[src/rtl/blink_rate_pkg.sv]
`default_nettype none
// ============================================================================
// Module      : blink_rate_pkg
// Description : Shared constants for the blink/clock generator. Holds the
//               default 1 MHz board timing presets and the helper that sizes
//               the mode index.
// Revision    : 1.0 - initial release
// ============================================================================
package blink_rate_pkg;

    localparam int DEF_CNT_W   = 22;
    localparam int DEF_N_MODES = 3;

    // Entry m sits in bits [m*CNT_W +: CNT_W]; mode 0 is the rightmost entry.
    localparam logic [DEF_N_MODES*DEF_CNT_W-1:0] DEF_LOW_DUR =
        {22'h06acfc, 22'h0d59f8, 22'h1406f4};
    localparam logic [DEF_N_MODES*DEF_CNT_W-1:0] DEF_HIGH_DUR =
        {22'h0d59f8, 22'h1ab3f0, 22'h280de8};

    // Width of the mode index; never less than one bit.
    function automatic int mode_width(input int n);
        return (n < 2) ? 1 : $clog2(n);
    endfunction

endpackage : blink_rate_pkg
`default_nettype wire

[src/rtl/rate_counter.sv]
`default_nettype none
// ============================================================================
// Module      : rate_counter
// Description : Phase duration counter with synchronous clear, count enable
//               and terminal-count compare against the selected duration.
// Ports       : clk   - system clock
//               reset - synchronous active-high reset
//               clr   - synchronous clear (wins over enable)
//               en    - count enable; when low the count is frozen
//               dur   - current phase length in cycles (must be >= 1)
//               tc    - high while the count equals dur-1
// Revision    : 1.0 - initial release
// ============================================================================
module rate_counter #(
    parameter int CNT_W = 22
) (
    input  logic             clk,
    input  logic             reset,
    input  logic             clr,
    input  logic             en,
    input  logic [CNT_W-1:0] dur,
    output logic             tc
);

    logic [CNT_W-1:0] r_count;

    assign tc = (r_count == (dur - CNT_W'(1)));

    // The count only ever returns to zero through the compare, so it cannot
    // run past dur-1 and never relies on natural overflow.
    always_ff @(posedge clk) begin
        if (reset) begin
            r_count <= '0;
        end else if (clr) begin
            r_count <= '0;
        end else if (en) begin
            if (tc) begin
                r_count <= '0;
            end else begin
                r_count <= r_count + CNT_W'(1);
            end
        end
    end

endmodule : rate_counter
`default_nettype wire

[src/rtl/blink_rate_gen.sv]
`default_nettype none
// ============================================================================
// Module      : blink_rate_gen
// Description : Asymmetric blink/clock generator. clk_out is held low for
//               LOW_DUR[mode] and high for HIGH_DUR[mode] cycles. Button
//               rising edges step the speed preset up/down with wrap-around;
//               hold freezes the waveform.
// Ports       : clk        - system clock
//               reset      - synchronous active-high reset
//               speed_up   - button level, rising edge steps mode +1
//               speed_down - button level, rising edge steps mode -1
//               hold       - freeze counter and clk_out
//               clk_out    - generated waveform (registered)
//               mode       - current speed preset (registered)
//               phase_done - one-cycle pulse with each clk_out toggle
// Revision    : 1.0 - initial release
// ============================================================================
module blink_rate_gen
    import blink_rate_pkg::*;
#(
    parameter int                         CNT_W    = DEF_CNT_W,
    parameter int                         N_MODES  = DEF_N_MODES,
    parameter logic [N_MODES*CNT_W-1:0]   LOW_DUR  = DEF_LOW_DUR,
    parameter logic [N_MODES*CNT_W-1:0]   HIGH_DUR = DEF_HIGH_DUR,
    localparam int                        MODE_W   = mode_width(N_MODES)
) (
    input  logic              clk,
    input  logic              reset,
    input  logic              speed_up,
    input  logic              speed_down,
    input  logic              hold,
    output logic              clk_out,
    output logic [MODE_W-1:0] mode,
    output logic              phase_done
);

    localparam logic [MODE_W-1:0] C_LAST_MODE = MODE_W'(N_MODES - 1);

    logic             r_up_d;
    logic             r_dn_d;
    logic             r_up_ev;
    logic             r_dn_ev;
    logic             w_step_up;
    logic             w_step_dn;
    logic             w_step;
    logic             w_en;
    logic             w_tc;
    logic [CNT_W-1:0] w_raw_dur;
    logic [CNT_W-1:0] w_dur;

    // Edge detectors. During reset the history loads the live level so a
    // button already held when reset releases is not seen as a new press.
    always_ff @(posedge clk) begin
        if (reset) begin
            r_up_d  <= speed_up;
            r_dn_d  <= speed_down;
            r_up_ev <= 1'b0;
            r_dn_ev <= 1'b0;
        end else begin
            r_up_d  <= speed_up;
            r_dn_d  <= speed_down;
            r_up_ev <= speed_up & ~r_up_d;
            r_dn_ev <= speed_down & ~r_dn_d;
        end
    end

    // Simultaneous up and down presses cancel out.
    assign w_step_up = r_up_ev & ~r_dn_ev;
    assign w_step_dn = r_dn_ev & ~r_up_ev;
    assign w_step    = w_step_up | w_step_dn;
    assign w_en      = ~hold;

    always_ff @(posedge clk) begin
        if (reset) begin
            mode <= '0;
        end else if (w_step_up) begin
            mode <= (mode == C_LAST_MODE) ? '0 : mode + MODE_W'(1);
        end else if (w_step_dn) begin
            mode <= (mode == '0) ? C_LAST_MODE : mode - MODE_W'(1);
        end
    end

    // Duration mux. Unused index codes (mode >= N_MODES) never occur but
    // fall back to zero, which the clamp below turns into one cycle.
    always_comb begin
        w_raw_dur = '0;
        for (int i = 0; i < N_MODES; i++) begin
            if (mode == MODE_W'(i)) begin
                w_raw_dur = clk_out ? HIGH_DUR[i*CNT_W +: CNT_W]
                                    : LOW_DUR[i*CNT_W +: CNT_W];
            end
        end
        w_dur = (w_raw_dur == '0) ? CNT_W'(1) : w_raw_dur;
    end

    // A mode step restarts the current phase at count 0, so it also clears
    // the counter even while hold is asserted.
    rate_counter #(
        .CNT_W (CNT_W)
    ) u_rate_counter (
        .clk   (clk),
        .reset (reset),
        .clr   (w_step),
        .en    (w_en),
        .dur   (w_dur),
        .tc    (w_tc)
    );

    // A step in the terminal-count cycle suppresses the toggle: the level is
    // kept and the new duration is counted from zero.
    always_ff @(posedge clk) begin
        if (reset) begin
            clk_out    <= 1'b0;
            phase_done <= 1'b0;
        end else if (w_step) begin
            phase_done <= 1'b0;
        end else if (w_en && w_tc) begin
            clk_out    <= ~clk_out;
            phase_done <= 1'b1;
        end else begin
            phase_done <= 1'b0;
        end
    end

endmodule : blink_rate_gen
`default_nettype wire

[config.mk]
export PLATFORM = sky130hd
export DESIGN_NAME = blink_rate_gen
export DESIGN_NICKNAME = d
export VERILOG_FILES = /design/src/rtl/blink_rate_pkg.sv /design/src/rtl/rate_counter.sv /design/src/rtl/blink_rate_gen.sv
export SDC_FILE = /design/constraint.sdc
export NUM_CORES = 1
export LEC_CHECK = 0
export BUFFER_PORTS_ARGS = -buffer_cell sky130_fd_sc_hd__buf_4
export CAP_MARGIN = 30
export CORE_MARGIN = 2
export CORE_UTILIZATION = 55
export CTS_CLUSTER_SIZE = 24
export DETAILED_ROUTE_END_ITERATION = 8
export PLACE_DENSITY_LB_ADDON = 0.12
export SETUP_SLACK_MARGIN = 0.15
export SLEW_MARGIN = 40
export SYNTH_ARGS = -nofsm -noshare
export SYNTH_HDL_FRONTEND = slang
export SYNTH_SLANG_ARGS = --single-unit
[constraint.sdc]
create_clock -name clk -period 3.2 [get_ports clk]
set_input_delay 0.32 -clock clk [delete_from_list [all_inputs] [get_ports clk]]
set_output_delay 0.32 -clock clk [all_outputs]
set_load 0.005 [all_outputs]
[Word-level counts from Yosys, hierarchy flattened]
Cells that the tools add are included.
Storage, ports and cells
  flip-flop bits (word level): 30
  output and inout port bits: 4
  word-level logic and storage cells: 46
Operators by class
  add/sub/neg operators: 4
  equality and inequality tests: 3
  multiplexer cells: 13
  bitwise gates (word level): 12
  reductions and logical operators: 6
Operator list (count)
  22-bit 2-to-1 mux: 6
  22-bit by 1-bit adder with 22-bit output, second input constant: 1
  22-bit equality test: 1
  22-bit zero test: 1
  22-bit by 1-bit subtractor with 22-bit output, second input constant: 1
  21-bit 2-to-1 mux: 1
  20-bit 2-to-1 mux: 1
  2-bit 2-to-1 mux: 4
  1-bit inverter: 7
  1-bit AND: 4
  2-bit by 1-bit adder with 2-bit output, second input constant: 1
  2-bit by 1-bit equality test with 1-bit output, second input constant: 1
  2-bit equality test, second input constant: 1
  2-bit zero test: 1
  2-bit AND reduction: 1
  2-bit nonzero test: 1
  2-bit OR reduction: 1
  2-bit by 1-bit subtractor with 2-bit output, second input constant: 1
  1-bit logical AND: 1
  1-bit 2-to-1 mux: 1
  1-bit bitwise OR: 1

[Logic depth before layout (Yosys ltp)]
  word-level depth: 10
  gate-level depth with buffers: 12
  mapped depth without buffers: 9

[Modules after synthesis]
From an unflattened synthesis, not the netlist that was laid out.
Second synthesis, totals
  cells, all modules: 285
  area, all modules: 2422.3 um^2
Modules (own cells, without submodules)
  rate_counter: instances 1, cells each 224, area an instance 1883.1 um^2, seq. area each 440.4 um^2
  blink_rate_gen: instances 1, cells each 61, area an instance 539.3 um^2, seq. area each 160.2 um^2

[Least setup slack after synthesis]
No wires, ideal clock.
  path kind: reg-to-reg
  start point: reg mode[0]
  end point: reg clk_out
  setup time: 0.070 ns
  arrival time: 2.575 ns
  data required time: 3.130 ns
  setup slack: 0.555 ns
  cell stages (with the launch flop): 12
  path buffers: 2
  cells stage by stage: dfxtp_1 -> inv_1 -> ha_1 -> buf_6 -> or3b_4 -> a2111oi_2 -> a211oi_1 -> nor3_1 -> nand4bb_1 -> buf_2 -> or4_1 -> a21oi_1
On the way
  longest elaborated chain between the ends: 10
Ends and longest elaborated chain
  start: declaration: line blink_rate_gen.sv:33  | output logic [MODE_W-1:0] mode,
  start signal: assignment: line blink_rate_gen.sv:77  | mode <= (mode == C_LAST_MODE) ? '0 : mode + MODE_W'(1);
  start signal: assignment: line blink_rate_gen.sv:79  | mode <= (mode == '0) ? C_LAST_MODE : mode - MODE_W'(1);
  2-bit zero test: line blink_rate_gen.sv:88  | if (mode == MODE_W'(i)) begin
  22-bit 2-to-1 mux (2 in a row): line blink_rate_gen.sv:88
  22-bit 2-to-1 mux (*): line blink_rate_gen.sv:88
  22-bit zero test: line blink_rate_gen.sv:93  | w_dur = (w_raw_dur == '0) ? CNT_W'(1) : w_raw_dur;
  22-bit 2-to-1 mux (*): line blink_rate_gen.sv:93
  22-bit by 1-bit subtractor with 22-bit output (*): line rate_counter.sv:27  | assign tc = (r_count == (dur - CNT_W'(1)));
  22-bit equality test (*): line rate_counter.sv:27
  1-bit logical AND (*): line blink_rate_gen.sv:117  | end else if (w_en && w_tc) begin
  2-bit AND reduction (no source line) (*)
  end signal: assignment: line blink_rate_gen.sv:118  | clk_out <= ~clk_out;
  end: declaration: line blink_rate_gen.sv:32  | output logic clk_out,
Mark *: on every way between the ends. The rest lies on a longest branch, timed or not.
A chain may end at the register's enable or synchronous reset.

[Worst setup path after layout]
  start point: reg mode[0]
  end point: reg u_rate_counter.r_count[7]
On the way
  longest elaborated chain between the ends: 9
Ends and longest elaborated chain
  2-bit zero test: line blink_rate_gen.sv:88
  22-bit 2-to-1 mux (2 in a row): line blink_rate_gen.sv:88
  22-bit 2-to-1 mux (*): line blink_rate_gen.sv:88
  22-bit zero test: line blink_rate_gen.sv:93
  22-bit 2-to-1 mux (*): line blink_rate_gen.sv:93
  22-bit by 1-bit subtractor with 22-bit output (*): line rate_counter.sv:27
  22-bit equality test (*): line rate_counter.sv:27
  22-bit 2-to-1 mux (*): line rate_counter.sv:37  | if (tc) begin
  end signal: assignment: line rate_counter.sv:40  | r_count <= r_count + CNT_W'(1);
  end: declaration: line rate_counter.sv:25  | logic [CNT_W-1:0] r_count;
Marks and branches as above.

==> results.ini <==
[sta]
final_hold_viol_count = 0
max_freq_ghz = 0.352
tightest_slew_ns = 0.463
rsz0062_at_grt = false
setup_tns_ns = 0
period_minus_slack_ns = 2.84
clock_skew_ns = 0.0122
slew_violations = 0
finalSetupViolCount = 0
hold_ws_ns = 0.0948
relSlewSlack = 0.689
finalCritPeriodShare = 0.889

[setup_path]
crit_buf_inv = 3
endpoint_kind = flop
critPathTopFamily = simple AND/OR/NAND/NOR gates
cp.arrival_ns = 3.07
r2r_cells = 11
crit_chain = inv_1 -> ha_1 -> or3b_4 -> a2111oi_2 -> a211oi_1 -> nor3_1 -> nand4bb_1 -> buf_4 -> o21ai_1 -> buf_4 -> nor2_1
critPathSlowestCell = dfxtp_1
max_stage_delay_ns = 0.47
worstPathMaxFanout = 14
crit_path_frequent_cell = buf_4
path_depth = 11
startpoint_type = flop
cp.required_ns = 3.43
path_class = flop to flop

[layout]
area_growth_pct = 7.67
utilization = 0.628
drive_above_1_share = 0.0962
final_common_cell = dfxtp_1
diodes = 0
fin_cells = 283
mostFrequentLayoutCells = dfxtp_1 (30), nand2_1 (28), nor2_1 (25)
fin_nets = 251

[clock_network]
clock_tree.root_cell = clkbuf_4
ctsHoldBuffers = 0
clkSinkCount = 30
clock_path_buffers = 2
cts_setup_buffers = 0
cts_resized = 0
clk_latency_ns = 0.34
cts.clk_slew.worst_paths_ns = 0.09
cts_made_buffers = 5
h-tree-depth = 2
tritoncts = built

[global_routing]
grt_pass1_vias = 1464
grtUsageTotal = 0.234
gr-total-overflow = 0
grt_pass1_wl_mm = 6.43
grt_max_degree = 25
grt_antenna_before_repair = 0
grtUsageMet3 = 0.0588
grt_busiest_layer = met2
use_met1 = 0.312
met2_usage = 0.360

[yosys]
yosysSeqAreaShare = 0.334
synth.distinct_cells = 42
synth_top_area_frac = 0.334
synth-seq-cells = 30
synth_warnings = 0
synth_nets = 245
synth_cells = 232
synth_top_cell_by_area = dfxtp_1
synth_ff_type = dfxtp_1
synth_edf_count = 0
synth-async-reset-ratio = 0
avgSynthCellArea_um2 = 7.74
synth_area_um2 = 1800
synth.top_cells.by_area = dfxtp_1 (33%), nand2_1 (5.9%), ha_1 (5.6%)

[routing]
vias_per_cell = 5.62
drtAntennaViolNets = 0
drc = 0
first_iter_violations = 144
vias = 1590
postRouteWirelength_mm = 3.72
wire_per_inst_um = 13.1
dr.pass1.iters = 5

[die]
die_w_um = 61.1
start_util = 0.583
std_cell_rows = 20
core_um2 = 3080
io_pins = 9
die_height_um = 61.1
die_area_um2 = 3740

[power]
leakage_nw = 0.715
ir_worst_vdd_v = 0.000232
finalPower_uw = 717
power_density_nw_per_um2 = 371

[place]
io_buffers = 8
place_congestion = 0.816
place_hpwl_mm = 2.72
place_inst = 275

[flow_run]
drv_cap = 0

[outcome]
status = completed

[worst_hold_path]
min_path_cells = 1
hold_class = primary input to flop

[where the power goes]
group | total (mW) | switching (mW) | internal [mW] | leakage, nW
clock | 0.236 | 0.129 | 0.106 | 0.0353
sequential | 0.387 | 0.00778 | 0.379 | 0.243
combinational | 0.0944 | 0.0527 | 0.0417 | 0.436
[cell type report]
type                            count  area, µm²
Clock buffer                        7       55.1
Clock inverter                      1       5.00
Fill cell                         297       1140
Inverter                            9       33.8
Multi-Input combinational cell    182       1110
Sequential cell                    30        601
Tap cell                           44       55.1
Timing Repair Buffer               10       75.1
[synthesized netlist by cell type (all sizes together) (4+ instances only)]
| library cell | number |
|---|---|
| nand2 | 28 |
| nand3 | 15 |
| mux2i | 4 |
| a21oi | 15 |
| nand2b | 4 |
| and3 | 7 |
| a211oi | 8 |
| ha | 8 |
| dfxtp | 30 |
| clkbuf | 5 |
| inv | 9 |
| buf | 6 |
| xor2 | 7 |
| nor2 | 25 |
| o21ai | 5 |
| xnor2 | 7 |
| a31oi | 6 |
| nor3 | 12 |
[path summary, 6_finish.rpt]
path                                                 end  slack (ns)            startpoint
setup / recovery  u_rate_counter.r_count[7]$_SDFFE_PP0N_        0.36  mode[0]$_SDFFE_PP0P_
hold / removal                            r_up_d$_DFF_P_        0.09              speed_up
setup reg to reg  u_rate_counter.r_count[7]$_SDFFE_PP0N_        0.36  mode[0]$_SDFFE_PP0P_
hold reg to reg                       r_dn_ev$_SDFF_PP0_        0.39        r_dn_d$_DFF_P_
[flip-flops by register name, indices dropped and copies added, names as in the netlist]
signal	count
clk_out	1
mode	2
phase_done	1
r_dn_d	1
r_dn_ev	1
r_up_d	1
r_up_ev	1
u_rate_counter.r_count	22
[per-stage QoR]
step                worst slack, ns  cell area (µm²)
finish                        0.356             1930
floorplan                     0.555             1800
detailed placement            0.372             1870
CTS                           0.338             1930
global route                  0.180             1930
global placement              0.487             1870
[kinds of logic (layout without fill, tap and decap cells)]
logic type / Yosys count / in the layout / share of synthesized area
AOI/OAI and AO/OA: 41 / 41 / 0.147
xor gates and xnor gates: 14 / 14 / 0.0683
adders and majority gates: 8 / 8 / 0.0558
buffers and inverters: 20 / 27 / 0.0481
DFF: 30 / 30 / 0.334
muxes: 5 / 5 / 0.0286
and+or+nand+nor: 114 / 114 / 0.318
[metal layers]
layer	part of all wire	wire [µm]	up-vias
met2	0.46	1710	38
li1	-	-	827
met1	0.47	1750	719
met4	0.015	57	0
met5	0	0	-
met3	0.053	197	6
Note: power is estimated with default switching activity, not from simulation.
